==> src/rtl/cond_flag_unit.sv <==
`default_nettype none
// ============================================================================
// Module      : cond_flag_unit
// Description : Condition/flag stage between execute and writeback. Holds the
//               architectural NZCV register, evaluates the per-instruction
//               4-bit condition code and gates the PC/register/memory write
//               requests. One valid/ready pipeline slot; flags commit when
//               the slot retires.
//
// Optional feature (macro COND_FLAG_FWD_EN):
//   defined   : the slot's pending flag update is forwarded into the
//               condition evaluation, so the stage never stalls.
//   undefined : an instruction that reads flags waits while the slot holds
//               an uncommitted flag update.
//
// Ports:
//   clk, reset                   clock, asynchronous active-high reset
//   in_valid / in_ready          upstream handshake
//   cond                         condition code (EQ..NV)
//   flag_write                   bit1 -> N,Z ; bit0 -> C,V
//   aluflags                     ALU result flags {N,Z,C,V}
//   pcs, regw, memw              requested writes
//   out_valid / out_ready        downstream handshake
//   cond_ex                      registered condition result
//   pc_src_o, reg_write_o,
//   mem_write_o                  registered requests gated by cond_ex
//   flags_q                      committed NZCV
//
// Revision    : 1.0 - initial release
// ============================================================================
module cond_flag_unit #(
    parameter int                 FLAGS_W     = 4,
    parameter logic [FLAGS_W-1:0] RESET_FLAGS = '0
) (
    input  logic               clk,
    input  logic               reset,
    input  logic               in_valid,
    output logic               in_ready,
    input  logic [3:0]         cond,
    input  logic [1:0]         flag_write,
    input  logic [FLAGS_W-1:0] aluflags,
    input  logic               pcs,
    input  logic               regw,
    input  logic               memw,
    output logic               out_valid,
    input  logic               out_ready,
    output logic               cond_ex,
    output logic               pc_src_o,
    output logic               reg_write_o,
    output logic               mem_write_o,
    output logic [FLAGS_W-1:0] flags_q
);

    localparam logic [3:0] c_COND_AL = 4'hE;
    localparam logic [3:0] c_COND_NV = 4'hF;

    logic [FLAGS_W-1:0] r_flags;
    logic               r_valid;
    logic               r_cond_ex;
    logic               r_pcs;
    logic               r_regw;
    logic               r_memw;
    logic [FLAGS_W-1:0] r_pf;
    logic [1:0]         r_pw;

    logic [FLAGS_W-1:0] w_eff_flags;
    logic               w_pending;
    logic               w_stall;
    logic               w_cond_pass;
    logic               w_accept;
    logic               w_retire;
    logic               w_n, w_z, w_c, w_v;

    assign w_pending = r_valid & (r_pw != 2'b00);

`ifdef COND_FLAG_FWD_EN
    // Merge the uncommitted update so the incoming instruction sees the
    // flags exactly as they will be once the slot retires.
    always_comb begin
        w_eff_flags = r_flags;
        if (w_pending) begin
            if (r_pw[1]) w_eff_flags[3:2] = r_pf[3:2];
            if (r_pw[0]) w_eff_flags[1:0] = r_pf[1:0];
        end
    end
    assign w_stall = 1'b0;
`else
    assign w_eff_flags = r_flags;
    // AL and NV do not depend on the flags, so they may pass a hazard.
    assign w_stall = w_pending & (cond != c_COND_AL) & (cond != c_COND_NV);
`endif

    assign in_ready = (~r_valid | out_ready) & ~w_stall;
    assign w_accept = in_valid & in_ready;
    assign w_retire = r_valid & out_ready;

    assign {w_n, w_z, w_c, w_v} = w_eff_flags;

    always_comb begin
        w_cond_pass = 1'b0;
        case (cond)
            4'h0: w_cond_pass = w_z;
            4'h1: w_cond_pass = ~w_z;
            4'h2: w_cond_pass = w_c;
            4'h3: w_cond_pass = ~w_c;
            4'h4: w_cond_pass = w_n;
            4'h5: w_cond_pass = ~w_n;
            4'h6: w_cond_pass = w_v;
            4'h7: w_cond_pass = ~w_v;
            4'h8: w_cond_pass = w_c & ~w_z;
            4'h9: w_cond_pass = ~w_c | w_z;
            4'hA: w_cond_pass = (w_n == w_v);
            4'hB: w_cond_pass = (w_n != w_v);
            4'hC: w_cond_pass = ~w_z & (w_n == w_v);
            4'hD: w_cond_pass = w_z | (w_n != w_v);
            4'hE: w_cond_pass = 1'b1;
            default: w_cond_pass = 1'b0;
        endcase
    end

    // Committed flag register: written only when the slot leaves the stage.
    always_ff @(posedge clk or posedge reset) begin
        if (reset) begin
            r_flags <= RESET_FLAGS;
        end else if (w_retire) begin
            if (r_pw[1]) r_flags[3:2] <= r_pf[3:2];
            if (r_pw[0]) r_flags[1:0] <= r_pf[1:0];
        end
    end

    // Output slot. Accept has priority so retire+accept swaps with no bubble;
    // with neither, every field holds.
    always_ff @(posedge clk or posedge reset) begin
        if (reset) begin
            r_valid   <= 1'b0;
            r_cond_ex <= 1'b0;
            r_pcs     <= 1'b0;
            r_regw    <= 1'b0;
            r_memw    <= 1'b0;
            r_pf      <= '0;
            r_pw      <= 2'b00;
        end else if (w_accept) begin
            r_valid   <= 1'b1;
            r_cond_ex <= w_cond_pass;
            r_pcs     <= pcs  & w_cond_pass;
            r_regw    <= regw & w_cond_pass;
            r_memw    <= memw & w_cond_pass;
            r_pf      <= aluflags;
            r_pw      <= flag_write & {2{w_cond_pass}};
        end else if (w_retire) begin
            r_valid   <= 1'b0;
        end
    end

    assign out_valid   = r_valid;
    assign cond_ex     = r_cond_ex;
    assign pc_src_o    = r_pcs;
    assign reg_write_o = r_regw;
    assign mem_write_o = r_memw;
    assign flags_q     = r_flags;

endmodule
`default_nettype wire

==> config.mk <==
export PLATFORM = sky130hd
export DESIGN_NAME = cond_flag_unit
export DESIGN_NICKNAME = d
export VERILOG_FILES = /design/src/rtl/cond_flag_unit.sv
export SDC_FILE = /design/constraint.sdc
export NUM_CORES = 1
export LEC_CHECK = 0
export ABC_AREA = 1
export BUFFER_PORTS_ARGS = -buffer_cell sky130_fd_sc_hd__buf_4
export CORE_ASPECT_RATIO = 1.5
export CORE_MARGIN = 3
export CORE_UTILIZATION = 44
export DETAILED_ROUTE_END_ITERATION = 12
export HOLD_SLACK_MARGIN = 0.1
export PLACE_DENSITY_LB_ADDON = 0.3
export SYNTH_ARGS = -nofsm -noshare
export SYNTH_HDL_FRONTEND = slang
export SYNTH_SLANG_ARGS = --single-unit
export TNS_END_PERCENT = 20
==> constraint.sdc <==
create_clock -name clk -period 1.1 [get_ports clk]
set_input_delay 0.22 -clock clk [delete_from_list [all_inputs] [get_ports clk]]
set_output_delay 0.22 -clock clk [all_outputs]
set_load 0.05 [all_outputs]
==> impl_metrics.json, run 1 <==
{
  "synth_xor_area_share_pct": 0,
  "r2r_slack_ns": -0.20,
  "clockBufferDepth": 2,
  "die_x_um": 42.12,
  "fmax_ghz": 0.7030,
  "numCtsBuffers": 3,
  "yosysTopAreaCell": "dfrtp_1",
  "p_seq_share_pct": 29.3,
  "area_growth_pct": 50.87,
  "start_util_pct": 46.42,
  "dr_total_vias": 913,
  "gp_congestion": 0.8181,
  "cp-end-kind": "primary output",
  "coreArea_mm2": 0.001854,
  "io_buffers": 26,
  "die-area_mm2": 0.002534,
  "startpoint": "r_pw[1]$_DFFE_PP0P_",
  "cts_tree": "done",
  "synth_compound_area_share_pct": 6.977,
  "first_pass_iters": 4,
  "drv_slew": 0,
  "dp_slack_ns": -0.1721,
  "drv_cap": 0,
  "synth_top_family_by_area": "simple AND/OR/NAND/NOR gates",
  "cp-endpoint": "in_ready",
  "clk_latency_ns": 0.28,
  "drc_errors": 0,
  "switching_power_mw": 1.555,
  "diodes": 0,
  "synthAdderAreaFrac_pct": 0,
  "failed_checks": "setup timing",
  "dpl_cell_area_mm2": 0.001146,
  "ys_ff_latch": 15,
  "rr_endpoint": "r_pf[3]$_DFFE_PP0P_",
  "grt.total_usage_pct": 18.80,
  "max_slew.worst_pin.slew_ns": 0.1940,
  "cts_max_level": 1,
  "wl_per_cell_um": 11.97,
  "netSwitchingFraction_pct": 45.83,
  "fp.dieH_um": 60.17,
  "crit_fanout": 2,
  "cts_sinks": 15,
  "avgSynthCellArea_um2": 7.174,
  "fin_skew_ns": 0.004012,
  "rsz0062_at_grt": "true",
  "p_leak_nw": 0.6990,
  "yosysUniqueCellTypes": 18,
  "drt_iter0_markers": 30,
  "synth.net_count": 137,
  "fin_crit_sh_pct": 129.3,
  "ir_worst_vdd_uv": 1572,
  "fin_area_mm2": 0.001299,
  "cp-start-kind": "register",
  "hold_viol": 0,
  "r2r_cells": 6,
  "relSlewSlack_pct": 87.07,
  "critPathKind": "reg -> out",
  "finalSetupViolations": 17,
  "grt_pass1_vias": 843,
  "wirelength_mm": 2.178,
  "synthCells": 120,
  "layout.nets": 179,
  "root_buffer": "clkbuf_4",
  "status": "finished with violations",
  "synthSimpleGateAreaFrac_pct": 37.94,
  "setup_ws_ns": -0.3226,
  "place_hpwl_mm": 1.618,
  "internal_power_mw": 1.838,
  "syn_area_um2": 860.8,
  "antenna_left": 0,
  "synth_top_cells_by_area": "dfrtp_1, nand2_1, nand3_1",
  "power_density_mw_per_mm2": 2613,
  "cp.required_ns": 0.88,
  "r2r-start": "r_pw[1]$_DFFE_PP0P_",
  "drive_above_1_share_pct": 41.61,
  "ys_warn_count": 0,
  "grt_max_degree": 16,
  "hold_path.class": "in -> reg",
  "vias_per_cell": 5.016,
  "synthMuxAreaShare_pct": 0,
  "power.share.clock_pct": 9.3,
  "synth_top_area_share_pct": 43.60,
  "row_count": 19,
  "fillers": 150,
  "min_period_ns": 1.423,
  "worstPathArrival_ns": 1.20,
  "io_pins": 27,
  "clk_pin_slew_ns": 0.09,
  "grt-ovfl-total": 0,
  "antenna_found_initial": 0,
  "yosysSeqAreaShare_pct": 43.60,
  "power_frac_comb_pct": 61.5,
  "grt_pass1_wl_mm": 3.553
}
sequential cells by signal, indices dropped and copies added (netlist names):
register,flops
r_pf,4
pc_src_o,1
mem_write_o,1
r_pw,2
flags_q,4
reg_write_o,1
cond_ex,1
out_valid,1
layer usage:
| metal | share of wire [%] | global-route usage (%) |
|---|---|---|
| met1 | 37 | 19.96 |
| met2 | 56 | 35.62 |
| met3 | 4.5 | 2.108 |
| met4 | 1.9 | 10.67 |
| met5 | 0 | 0 |
cell usage after synthesis (all sizes together):
library cell	number
buf	4
nand3	16
dfrtp	15
nand4	2
nor2	8
nand2	47
nand3b	1
o221ai	1
inv	17
a21oi	4
o21ai	5
per-stage QoR:
step	instances	hold slack, ns	utilization, %	setup TNS [ns]	power (mW)
floorplan	120	0.1211	-	-1.605	2.114
global placement	174	0.2319	61.81	-1.302	2.691
detailed placement	174	0.2425	61.81	-1.377	2.711
CTS	181	0.1340	66.60	-2.754	3.200
global route	182	0.1533	70.04	-4.032	3.637
finish	182	0.1332	70.04	-2.758	3.393
cell usage in the layout, fill, tap and decap left out, types with 2 or more instances in the layout:
cell type and n:
a21oi_1 3, buf_4 26, buf_6 9, buf_8 5, clkbuf_4 3, dfrtp_1 10
dfrtp_2 5, inv_1 10, inv_2 6, nand2_1 43, nand2_2 4, nand3_1 13
nand3_2 2, nand4_1 2, nor2_1 5, nor2_2 2, o21ai_0 5
power groups by stage:
stage | sequential (mW) | clock, mW | combinational, mW
floorplan | 1.44 | 0 | 0.677
global placement | 0.965 | 0 | 1.73
detailed placement | 0.971 | 0 | 1.74
CTS | 0.972 | 0.318 | 1.91
global route | 1.02 | 0.352 | 2.26
finish | 0.993 | 0.315 | 2.09
cell families after synthesis:
kind of cell / after synthesis
flops: 15
compound gates: 10
buf+inv: 21
simple gates: 74
layout make-up:
class                   count  area (µm²)  area share, %
clock buffers               4       26.28          2.023
inverters                  17       67.56          5.202
multi-input cells          84       415.4          31.98
flip-flops and latches     15       381.6          29.38
well taps                  21       26.28          2.023
repair buffers             41       381.6          29.38
how the worst min path moves through the flow:
stage	from	end	slack, ns	cells past startpoint
after global placement	reset	r_pf[3]$_DFFE_PP0P_	0.23	3
after CTS	aluflags[0]	r_pf[0]$_DFFE_PP0P_	0.13	3
after global routing	aluflags[1]	r_pf[1]$_DFFE_PP0P_	0.15	3
after floorplan	reset	cond_ex$_DFFE_PP0P_	0.12	1
after detailed placement	reset	r_pf[3]$_DFFE_PP0P_	0.24	3
final	aluflags[0]	r_pf[0]$_DFFE_PP0P_	0.13	3
worst max-delay path, stage by stage (launching register included):
cell        delay, ns
dfrtp_1          0.40
o221ai_2         0.20
nand2_2          0.10
clkinvlp_4       0.09
buf_8            0.14
repair_timing:
action	CTS	global route
gates cloned	0	0
endpoints found under the hold margin	15	0
hold buffers	1	0
gates resized for setup	10	15
setup buffers	2	1
endpoints found under the setup margin	16	21
pin swaps	2	3
Power figures use the tool's default switching activity.
==> run 2: changes to the inputs <==
CAP_MARGIN = 10   (was not set)
CORE_ASPECT_RATIO = not set   (was 1.5)
CORE_UTILIZATION = 45   (was 44)
clock period = 1.5 ns   (was 1.1 ns; I/O delays follow)
==> run 2 against run 1 <==
Effect of this change: sequential power decreased by 30%; the run now ends clean; largest cell class unchanged; combinational power is 44% lower; total power is 38% lower.
==> impl_metrics.json, run 2 (synthesis gave the netlist of run 1 again) <==
{
  "status": "complete, no violations",
  "hold_ws_ns": 0.2126,
  "grt_max_degree": 16,
  "clockBufferDepth": 2,
  "die_x_um": 49.74,
  "numCtsBuffers": 3,
  "vias_per_cell": 4.648,
  "mostFrequentLayoutCells": "nand2_1, buf_4, nand3_1, dfrtp_1, inv_1",
  "clk_latency_ns": 0.29,
  "root_buffer": "clkbuf_4",
  "cp-end-kind": "primary output",
  "placedCellCount": 168,
  "drc_errors": 0,
  "finalSetupTns_ns": 0,
  "antenna_left": 0,
  "fin_skew_ns": 0.01191,
  "io_pins": 27,
  "rsz0062_at_grt": "true",
  "p_leak_nw": 0.6375,
  "place_hpwl_mm": 1.411,
  "wl_per_cell_um": 10.30,
  "clk_pin_slew_ns": 0.09,
  "final_common_cell": "nand2_1",
  "drv_slew": 0,
  "ir_worst_vdd_uv": 1012,
  "cts_sinks": 15,
  "worstPathArrival_ns": 1.16,
  "drt_iter0_markers": 16,
  "drive_above_1_share_pct": 27.81,
  "grt-ovfl-total": 0,
  "antenna_found_initial": 0,
  "max_slew.worst_pin.slew_ns": 0.5614,
  "cp-start-kind": "register",
  "gp_congestion": 0.8560,
  "start_util_pct": 48.79,
  "layout.nets": 169,
  "fin_area_mm2": 0.001126,
  "fin_crit_sh_pct": 97.58,
  "dr_total_vias": 818,
  "row_count": 15,
  "fin_cells": 176,
  "fp.dieH_um": 49.74,
  "coreArea_mm2": 0.001764,
  "drv_cap": 0,
  "area_growth_pct": 30.81,
  "diodes": 0,
  "wirelength_mm": 1.812,
  "grt_pass1_vias": 738,
  "hold_viol": 0,
  "finalSetupViolations": 0,
  "hold_path.class": "in -> reg",
  "cts_tree": "done",
  "cts_max_level": 1,
  "power.total_mw": 2.115,
  "crit_fanout": 2,
  "fmax_ghz": 0.6832,
  "grt.total_usage_pct": 15.70,
  "relSlewSlack_pct": 62.53,
  "grt_pass1_wl_mm": 2.980,
  "power_density_mw_per_mm2": 1878,
  "min_period_ns": 1.464,
  "dpl_cell_area_mm2": 0.001060,
  "first_pass_iters": 4,
  "die-area_mm2": 0.002474,
  "io_buffers": 26,
  "fillers": 166,
  "critPathKind": "reg -> out",
  "cp.required_ns": 1.20
}
[run 2: final cells by class]
type / count / area, µm² / share of cell area [%]
sequential: 15 / 375.4 / 33.33
tap: 25 / 31.28 / 2.778
clock buffer: 4 / 26.28 / 2.333
timing repair buffer: 31 / 242.7 / 21.56
inverter: 17 / 63.81 / 5.667
multi-input combinational: 84 / 386.6 / 34.33
[run 2: per-layer routing]
metal	vias up	global-route usage (%)	wire length (µm)
li1	436	-	-
met1	356	19.12	838
met2	21	26.65	855
met3	5	2.115	82
met4	0	8.295	36
met5	-	0	0
[run 2: timing repair]
action,CTS,global route
hold endpoints to repair,15,0
pin swaps,1,2
gates resized for setup,1,2
buffers inserted,2,1
hold buffers,1,0
setup endpoints to repair,1,1
[run 2: where the power goes]
part	switching [mW]	internal, mW
registers	0.125	0.574
logic	0.779	0.404
clock network	0.130	0.103
[run 2: critical path, stage by stage (launching register included)]
cell	delay, ns
dfrtp_1	0.40
o221ai_2	0.19
nand2_2	0.08
inv_2	0.07
buf_8	0.14
[run 2: worst paths after layout]
check	from	end	cells past startpoint	slack, ns
setup reg to reg	r_pw[0]$_DFFE_PP0P_	pc_src_o$_DFFE_PP0P_	7	0.15
min in group asynchronous	reset	r_pw[0]$_DFFE_PP0P_	3	0.62
hold reg to reg	r_pf[1]$_DFFE_PP0P_	r_pf[1]$_DFFE_PP0P_	2	0.48
setup / recovery	r_pw[0]$_DFFE_PP0P_	in_ready	4	0.04
hold / removal	aluflags[3]	r_pf[3]$_DFFE_PP0P_	3	0.21
max in group asynchronous	reset	pc_src_o$_DFFE_PP0P_	3	0.50
[run 2: metrics by stage]
stage,utilization (%),setup WS [ns]
6_report,63.83,0.03635
5_1_grt,63.83,-0.007789
4_1_cts,63.19,0.004518
3_5_place_dp,60.07,0.1961
3_3_place_gp,60.07,0.2056
2_1_floorplan,-,0.005949
